`src/rtl/icache_ret_line_buf_pkg.sv`:
```
`default_nettype none
// ============================================================================
// Module   : icache_ret_line_buf_pkg
// Brief    : Shared refill-buffer state encoding and default geometry constants.
// Revision : 1.0 - initial release
// ============================================================================
package icache_ret_line_buf_pkg;

    localparam int unsigned DEF_DATA_W      = 32;
    localparam int unsigned DEF_LINE_WORDS  = 4;
    localparam int unsigned DEF_FETCH_WORDS = 2;

    typedef enum logic [1:0] {
        ST_IDLE = 2'd0,
        ST_FILL = 2'd1,
        ST_DONE = 2'd2
    } rlb_state_t;

endpackage
`default_nettype wire

```
`src/rtl/icache_fetch_window_mux.sv`:
```
`default_nettype none
// ============================================================================
// Module   : icache_fetch_window_mux
// Brief    : Selects FETCH_WORDS words starting at offset; slots past the line end are masked.
// Revision : 1.0 - initial release
// ============================================================================
module icache_fetch_window_mux
    import icache_ret_line_buf_pkg::*;
#(
    parameter int DATA_W      = DEF_DATA_W,
    parameter int LINE_WORDS  = DEF_LINE_WORDS,
    parameter int FETCH_WORDS = DEF_FETCH_WORDS,
    parameter int OFF_W       = $clog2(LINE_WORDS)
) (
    input  logic [LINE_WORDS*DATA_W-1:0]  i_line,
    input  logic [LINE_WORDS-1:0]         i_word_valid,
    input  logic [OFF_W-1:0]              i_offset,
    output logic [FETCH_WORDS*DATA_W-1:0] o_data,
    output logic [FETCH_WORDS-1:0]        o_mask,
    output logic                          o_all_present
);

    localparam logic [OFF_W:0] c_LINE_END = LINE_WORDS[OFF_W:0];

    logic [DATA_W-1:0]      w_words [LINE_WORDS];
    logic [FETCH_WORDS-1:0] w_present;

    for (genvar k = 0; k < LINE_WORDS; k++) begin : g_unpack
        assign w_words[k] = i_line[k*DATA_W +: DATA_W];
    end

    for (genvar j = 0; j < FETCH_WORDS; j++) begin : g_slot
        localparam logic [OFF_W:0] c_J = (OFF_W+1)'(j);
        logic [OFF_W:0]   w_idx;
        logic [OFF_W-1:0] w_widx;
        logic             w_in;

        // Extra index bit detects slots running past the end of the line.
        assign w_idx  = {1'b0, i_offset} + c_J;
        assign w_widx = w_idx[OFF_W-1:0];
        assign w_in   = (w_idx < c_LINE_END);

        assign o_data[j*DATA_W +: DATA_W] = w_in ? w_words[w_widx] : '0;
        assign o_mask[j]    = w_in;
        assign w_present[j] = ~w_in | i_word_valid[w_widx];
    end

    assign o_all_present = &w_present;

endmodule
`default_nettype wire

```
`src/rtl/icache_ret_line_buf.sv`:
```
`default_nettype none
// ============================================================================
// Module   : icache_ret_line_buf
// Brief    : ICache refill return buffer with early-restart fetch window.
//            ICACHE_RETBUF_WRAP_EN selects critical-word-first WRAP beat order.
// Revision : 1.0 - initial release
// ============================================================================
module icache_ret_line_buf
    import icache_ret_line_buf_pkg::*;
#(
    parameter int DATA_W      = DEF_DATA_W,
    parameter int LINE_WORDS  = DEF_LINE_WORDS,
    parameter int FETCH_WORDS = DEF_FETCH_WORDS,
    parameter int OFF_W       = $clog2(LINE_WORDS)
) (
    input  logic                          clk,
    input  logic                          rst,
    input  logic                          i_req_valid,
    input  logic [OFF_W-1:0]              i_req_offset,
    input  logic                          i_rvalid,
    input  logic                          i_rlast,
    input  logic [DATA_W-1:0]             i_rdata,
    output logic                          o_rready,
    output logic [LINE_WORDS*DATA_W-1:0]  o_line,
    output logic                          o_line_valid,
    output logic [FETCH_WORDS*DATA_W-1:0] o_fetch_data,
    output logic [FETCH_WORDS-1:0]        o_fetch_mask,
    output logic                          o_fetch_valid,
    output logic                          o_busy,
    output logic                          o_err
);

    localparam logic [OFF_W:0] c_LINE_END = LINE_WORDS[OFF_W:0];
    localparam logic [OFF_W:0] c_ONE      = {{OFF_W{1'b0}}, 1'b1};

    rlb_state_t             r_state;
    rlb_state_t             w_state_nxt;
    logic [OFF_W-1:0]       r_offset;
    logic [OFF_W:0]         r_beat_cnt;
    logic [OFF_W:0]         w_cnt_inc;
    logic [LINE_WORDS-1:0]  r_word_valid;
    logic [DATA_W-1:0]      r_words [LINE_WORDS];
    logic                   r_err;
    logic [OFF_W-1:0]       w_widx;
    logic                   w_start;
    logic                   w_accept;
    logic                   w_end_err;
    logic [FETCH_WORDS-1:0] w_mask;
    logic                   w_present;

    assign w_cnt_inc = r_beat_cnt + c_ONE;

`ifdef ICACHE_RETBUF_WRAP_EN
    assign w_widx = r_offset + r_beat_cnt[OFF_W-1:0];
`else
    assign w_widx = r_beat_cnt[OFF_W-1:0];
`endif

    always_comb begin
        w_state_nxt = r_state;
        w_start     = 1'b0;
        w_accept    = 1'b0;
        w_end_err   = 1'b0;
        case (r_state)
            ST_IDLE: begin
                if (i_req_valid) begin
                    w_start     = 1'b1;
                    w_state_nxt = ST_FILL;
                end
            end
            ST_FILL: begin
                if (i_rvalid) begin
                    w_accept = 1'b1;
                    if (w_cnt_inc == c_LINE_END) begin
                        w_state_nxt = ST_DONE;
                        w_end_err   = ~i_rlast;
                    end else if (i_rlast) begin
                        w_state_nxt = ST_DONE;
                        w_end_err   = 1'b1;
                    end
                end
            end
            ST_DONE: w_state_nxt = ST_IDLE;
            default: w_state_nxt = ST_IDLE;
        endcase
    end

    always_ff @(posedge clk) begin
        if (rst) begin
            r_state      <= ST_IDLE;
            r_offset     <= '0;
            r_beat_cnt   <= '0;
            r_word_valid <= '0;
            r_err        <= 1'b0;
            for (int k = 0; k < LINE_WORDS; k++) begin
                r_words[k] <= '0;
            end
        end else begin
            r_state <= w_state_nxt;
            if (w_start) begin
                r_offset     <= i_req_offset;
                r_beat_cnt   <= '0;
                r_word_valid <= '0;
                r_err        <= 1'b0;
            end
            if (w_accept) begin
                r_words[w_widx]      <= i_rdata;
                r_word_valid[w_widx] <= 1'b1;
                r_beat_cnt           <= w_cnt_inc;
            end
            if (w_end_err) begin
                r_err <= 1'b1;
            end
        end
    end

    for (genvar k = 0; k < LINE_WORDS; k++) begin : g_line
        assign o_line[k*DATA_W +: DATA_W] = r_words[k];
    end

    icache_fetch_window_mux #(
        .DATA_W      (DATA_W),
        .LINE_WORDS  (LINE_WORDS),
        .FETCH_WORDS (FETCH_WORDS),
        .OFF_W       (OFF_W)
    ) u_fetch_mux (
        .i_line        (o_line),
        .i_word_valid  (r_word_valid),
        .i_offset      (r_offset),
        .o_data        (o_fetch_data),
        .o_mask        (w_mask),
        .o_all_present (w_present)
    );

    assign o_rready      = (r_state == ST_FILL);
    assign o_busy        = (r_state != ST_IDLE);
    assign o_line_valid  = (r_state == ST_DONE) && !r_err;
    assign o_err         = r_err;
    // Window status is meaningful only while a refill owns the buffer.
    assign o_fetch_mask  = w_mask & {FETCH_WORDS{o_busy}};
    assign o_fetch_valid = o_busy & w_present;

endmodule
`default_nettype wire

```
`config.mk`:
```
export PLATFORM = sky130hd
export DESIGN_NAME = icache_ret_line_buf
export DESIGN_NICKNAME = d
export VERILOG_FILES = /design/src/rtl/icache_ret_line_buf_pkg.sv /design/src/rtl/icache_fetch_window_mux.sv /design/src/rtl/icache_ret_line_buf.sv
export SDC_FILE = /design/constraint.sdc
export NUM_CORES = 1
export LEC_CHECK = 0
export ABC_CLOCK_PERIOD_IN_PS = 4300
export CORE_MARGIN = 2
export CORE_UTILIZATION = 51
export CTS_BUF_LIST = sky130_fd_sc_hd__clkbuf_4 sky130_fd_sc_hd__clkbuf_8
export DETAILED_ROUTE_END_ITERATION = 8
export HOLD_SLACK_MARGIN = 0.05
export PLACE_DENSITY = 0.88
export SLEW_MARGIN = 10
export SYNTH_ARGS = -nofsm -noshare
export SYNTH_HDL_FRONTEND = slang
export SYNTH_SLANG_ARGS = --single-unit
```
`constraint.sdc`:
```
create_clock -name clk -period 4.3 [get_ports clk]
set_input_delay 0.43 -clock clk [delete_from_list [all_inputs] [get_ports clk]]
set_output_delay 0.43 -clock clk [all_outputs]
set_load 0.05 [all_outputs]
```
==> metrics.txt, run 1 <==
FILL cells 888; FP Rows 43; Post-synth ARST share 0; time the worst path needs with I/O delays and setup 3.82 ns; Post-synth EDFFs 128; Peak supply drop 177 uV; vias after detailed routing 4972; H-tree levels 4; nature of the critical path endpoint primary output; final setup violation count 0; Reg clk slew, reported paths 0.08 ns; arrival time worst endpoint 3.39 ns; M2 GR Usage 0.440; max incr delay on CP 0.71 ns; met3 GRT Util 0.0641; Critical Path RT 3.87 ns; post-cts sizing count 0; post-synthesis cell count 448; Post-DP HPWL 12600 um; DRT Pass-1 Iters 4; fin. max-slew vios 0; routed len/inst 21.4 um; fin nets 721; vias in the first global route 5025; top_reg_cell synth edfxtp_1; die height 123 um; Setup Skew 0.0103 ns; CTS max path bufs 2; leading area contributor after synthesis edfxtp_1; gr ovfl total 0; Post-Synth XOR/XNOR Area 0.00122; initial antenna violation count 1; first-pass GRT wire length 27900 um; Total Power 3.78 mW; leakage power 3.60 nW; post-synthesis sequential area ratio 0.567; Post-Synth Simple-Gate Area 0.163; Ant. Diodes 0; All-Layer GR Usage 0.253; Slew Limit Headroom 0.353; worst-path cell chain ha_2 -> buf_4 -> mux4_2 -> o211a_1 -> clkdlybuf4s50_1; antenna viol nets, final 0; Post-Syn Area 7200 um2; Avg Inst Size Synth 16.1 um2; CTS tree done; Max-Cap Viols 0; synth top area cells edfxtp_1 (53%), mux4_2 (21%), and2_1 (11%), dfxtp_1 (3.3%), nor2b_1 (2.8%); mux cell area share after synthesis 0.212; Worst Hold Class register to register; Fin. Hold Viols 0; Synth Net Count 493; Final period util 0.888; Reg area 4090 um2; fmax 262 MHz; unique cell type count in the Yosys netlist 31; Synth Area in Adders 0.0104; post-synth top area share 0.534; hold slack 0.482 ns; DR DRC count 0; Syn. warnings 0; Compound-Gate Fraction of Synth Area 0.0129; Least-Margin Pin Slew 0.970 ns; ratio of cells with drive above 1 in the final layout 0.174; root buf cell clkbuf_8; synthesized flop and latch total 140; status complete, no violations; initial core utilization 0.521; largest net degree at the start of global routing 42; Die ar. 15100 um2; CP startpoint kind register; largest family of logic cells by synthesized area multiplexers; RSZ-0062 raised after global routing no; area of the multi-input gates 2880 um2; CP Class register to primary output; final setup TNS 0 ns; Power Dens Cells 376 nW/um2; final WL 18600 um; met1 usage in global routing 0.311; Port Buffer Count 237; Crit-path slowest cell clkdlybuf4s50_1; CP delay by family, top buffers and inverters; Max Fanout on Critical Path 28; Setup Buffers After CTS 0; IO Count 238; Routability Congestion 0.797; Vias/cell 5.72; Worst Path Buf+Inv 2; core footprint 13800 um2; Clock Latency Late Sink 0.43 ns; GR peak layer met2; Layout area overhead 39.9%; CTS Sinks 140; synth cell count leaders and2_1 (128), edfxtp_1 (128), mux4_2 (66), nor2b_1 (32), dfxtp_1 (12); post-cts hold buffer count 0; clock buffers created by TritonCTS 17; drt initial violations 346; die width 123 um
cells by family (layout without fill, tap and decap cells):
| group | after synthesis | count (layout) |
|---|---|---|
| xor gates and xnor gates | 1 | 1 |
| buffers and inverters | 40 | 281 |
| and+or+nand+nor | 180 | 180 |
| muxes | 70 | 70 |
| AOI/OAI and AO/OA | 11 | 11 |
| adders and majority gates | 6 | 6 |
| DFF | 140 | 140 |
sequential cells by signal, indices dropped and copies added, names as in the netlist:
signal        cells
r_words         128
r_word_valid      4
r_beat_cnt        3
r_offset          2
r_state           2
o_err             1
cell type report:
class                   instances  area share
flip-flops and latches        140       0.406
multi-input cells             268       0.286
repair buffers                244       0.241
clock buffers                  18      0.0240
well taps                     180      0.0224
clock inverters                14      0.0193
inverters                       5     0.00186
metal layers:
metal,part of all wire,vias to the layer above
li1,-,2148
met1,0.39,2544
met2,0.53,251
met3,0.072,27
met4,0.014,2
met5,0.00086,-
worst register-to-register path, stage by stage, from the launching register on:
cell,delay (ns)
dfxtp_1,0.57
inv_1,0.19
nor3_4,0.19
or2_2,0.75
placed cells by master (no fill, tap or decap), types with 2 or more instances in the layout:
cell type,instances
mux4_2,66
clkbuf_8,17
clkinvlp_4,2
nor3_1,2
a22o_1,6
mux2i_1,2
bufinv_16,4
clkdlybuf4s50_1,237
and2_1,128
inv_1,5
edfxtp_1,128
clkinv_4,4
dfxtp_1,10
buf_4,7
nor2_1,7
clkinv_2,3
nor2b_1,32
or2_2,3
nor3_4,3
ha_1,5
mux2_2,2
metrics by stage:
step	setup slack [ns]	util	cell area, um2	instances
6_report	0.480	0.729	10100	869
5_1_grt	0.287	0.729	10100	869
3_5_place_dp	0.908	0.697	9640	837
2_1_floorplan	2.03	-	7200	448
4_1_cts	0.431	0.729	10100	869
3_3_place_gp	0.951	0.697	9640	837
worst paths after layout:
check                                    from              to  slack [ns]  cells after the start
worst min register to register  r_beat_cnt[2]   r_beat_cnt[2]        0.48                      1
worst max register to register  r_beat_cnt[1]  r_words[2][15]        2.19                      3
worst min-delay path            r_beat_cnt[2]   r_beat_cnt[2]        0.48                      1
worst max-delay path              r_offset[0]   o_fetch_valid        0.48                      5
report_power, final:
part,switching [mW],internal (mW)
clock network,0.500,0.640
logic,0.656,0.383
registers,0.0596,1.55
Note: power is estimated with default switching activity, not from simulation.
==> run 2: changes to the inputs <==
Settings changed: SLEW_MARGIN 10 to 20.
==> results of run 2 <==
Final layout, timing and power as in run 1 (identical DEF).
==> run 3: changes to the inputs <==
--- a/constraint.sdc
+++ b/constraint.sdc
@@ -3,2 +3,2 @@
 set_output_delay 0.43 -clock clk [all_outputs]
-set_load 0.05 [all_outputs]
+set_load 0.01 [all_outputs]
==> metrics.txt, run 3 (synthesis results as in run 1) <==
status complete, no violations; Setup Skew 0.0101 ns (-0.000115 ns); CTS tree done; FILL cells 883 (-0.56%); All-Layer GR Usage 0.252 (-0.00122); Worst Hold Class register to register; Final period util 0.793 (-0.0955); CP delay by family, top buffers and inverters; Port Buffer Count 237 (unchanged); core footprint 13800 um2 (unchanged); worst-path cell chain ha_2 -> buf_4 -> mux4_2 -> nor2b_1 -> clkdlybuf4s50_1; Setup Buffers After CTS 0 (unchanged); die height 123 um (unchanged); fin. max-slew vios 0 (unchanged); antenna viol nets, final 0 (unchanged); DR DRC count 0 (unchanged); Critical Path RT 3.87 ns (about the same); biggest registers after layout r_words (128), r_word_valid (4), r_beat_cnt (3); max FFs per register 128 (unchanged); clock buffers created by TritonCTS 17 (unchanged); post-cts hold buffer count 0 (unchanged); IO Count 238 (unchanged); Routability Congestion 0.788 (-1.1%); Max-Cap Viols 0 (unchanged); post-cts sizing count 0 (unchanged); Ant. Diodes 0 (unchanged); Peak supply drop 183 uV (+2.9%); gr ovfl total 0 (unchanged); Post-DP HPWL 12200 um (-3.6%); drt initial violations 325 (-6.1%); met1 usage in global routing 0.324 (+0.0136); CTS max path bufs 2 (unchanged); Clock Latency Late Sink 0.43 ns (about the same); largest net degree at the start of global routing 55 (+31%); root buf cell clkbuf_8; Reg clk slew, reported paths 0.08 ns (about the same); Worst Path Buf+Inv 2 (unchanged); Slew Limit Headroom 0.350 (-0.00254); time the worst path needs with I/O delays and setup 3.41 ns (-0.411 ns); fin nets 721 (unchanged); CP startpoint kind register; vias in the first global route 4785 (-4.8%); H-tree levels 4 (unchanged); commonest cells after routing, fill and taps aside clkdlybuf4s50_1 (237), and2_1 (128), edfxtp_1 (128), mux4_2 (66), nor2b_1 (32); most common cell after layout, fill and taps aside clkdlybuf4s50_1; fmax 293 MHz (+12%); Layout area overhead 39.9% (about the same); Fin. Hold Viols 0 (unchanged); GR peak layer met2; final setup TNS 0 ns (unchanged); initial core utilization 0.521 (unchanged); ratio of cells with drive above 1 in the final layout 0.167 (-0.00677); leakage power 3.59 nW (-0.17%); final WL 18600 um (about the same); RSZ-0062 raised after global routing no; Least-Margin Pin Slew 0.974 ns (+0.00381 ns); DRT Pass-1 Iters 5 (+1); Reg with most FFs r_words; Crit-path slowest cell ha_2; M2 GR Usage 0.426 (-0.0138); first-pass GRT wire length 27600 um (-0.79%); FP Rows 43 (unchanged); routed len/inst 21.5 um (+0.27%); max incr delay on CP 0.67 ns (-0.04 ns); CP Class register to primary output; CTS Sinks 140 (unchanged); hold slack 0.474 ns (-0.00864 ns); die width 123 um (unchanged); Max Fanout on Critical Path 19 (-32%); initial antenna violation count 1 (unchanged); nature of the critical path endpoint primary output; met3 GRT Util 0.0567 (-0.00743); vias after detailed routing 4921 (-1.0%); Vias/cell 5.68 (-0.80%); Power Dens Cells 339 nW/um2 (-9.8%); Die ar. 15100 um2 (unchanged); final setup violation count 0 (unchanged); arrival time worst endpoint 2.98 ns (-0.41 ns)
## run 3: routing by layer
layer	vias to the layer above	routed length, um
met4	2	231
met3	18	1360
li1	2147	-
met5	-	13
met2	250	9790
met1	2504	7230
## run 3: worst paths after layout
check | start | endpoint | slack (ns) | depth (start not counted)
min | r_beat_cnt[2] | r_beat_cnt[2] | 0.47 | 1
max | r_offset[0] | o_fetch_data[52] | 0.89 | 5
min reg2reg | r_beat_cnt[2] | r_beat_cnt[2] | 0.47 | 1
max reg2reg | r_state[0] | r_words[3][6] | 2.08 | 4
## run 3: worst register-to-register path, delay by kind of cell (launching register included)
| kind | cells | cell delay [ns] |
|---|---|---|
| simple gates | 3 | 1.13 |
| flops | 1 | 0.55 |
| buf+inv | 1 | 0.40 |
## run 3: layout make-up
type	count	area [um2]	area share
flip-flops and latches	140	4090	0.406
multi-input cells	268	2880	0.286
repair buffers	244	2420	0.241
clock buffers	17	234	0.0232
well taps	180	225	0.0224
clock inverters	13	199	0.0198
inverters	5	18.8	0.00186
## run 3: metrics by stage
stage	setup slack (ns)	instance area [um2]	utilization	power (mW)	cells
after floorplan	2.44	7200	-	1.93	448
after CTS	0.853	10100	0.728	3.43	867
final	0.891	10100	0.728	3.41	867
after global placement	1.37	9640	0.697	2.27	837
after global routing	0.728	10100	0.728	3.53	867
after detailed placement	1.34	9640	0.697	2.28	837
## run 3: report_power, final
group          leakage [nW]  switching, mW  internal (mW)  total (mW)
registers              1.42         0.0550           1.55        1.60
logic                  1.96          0.262          0.385       0.647
clock network         0.210          0.485          0.679        1.16
total                  3.59          0.802           2.61        3.41
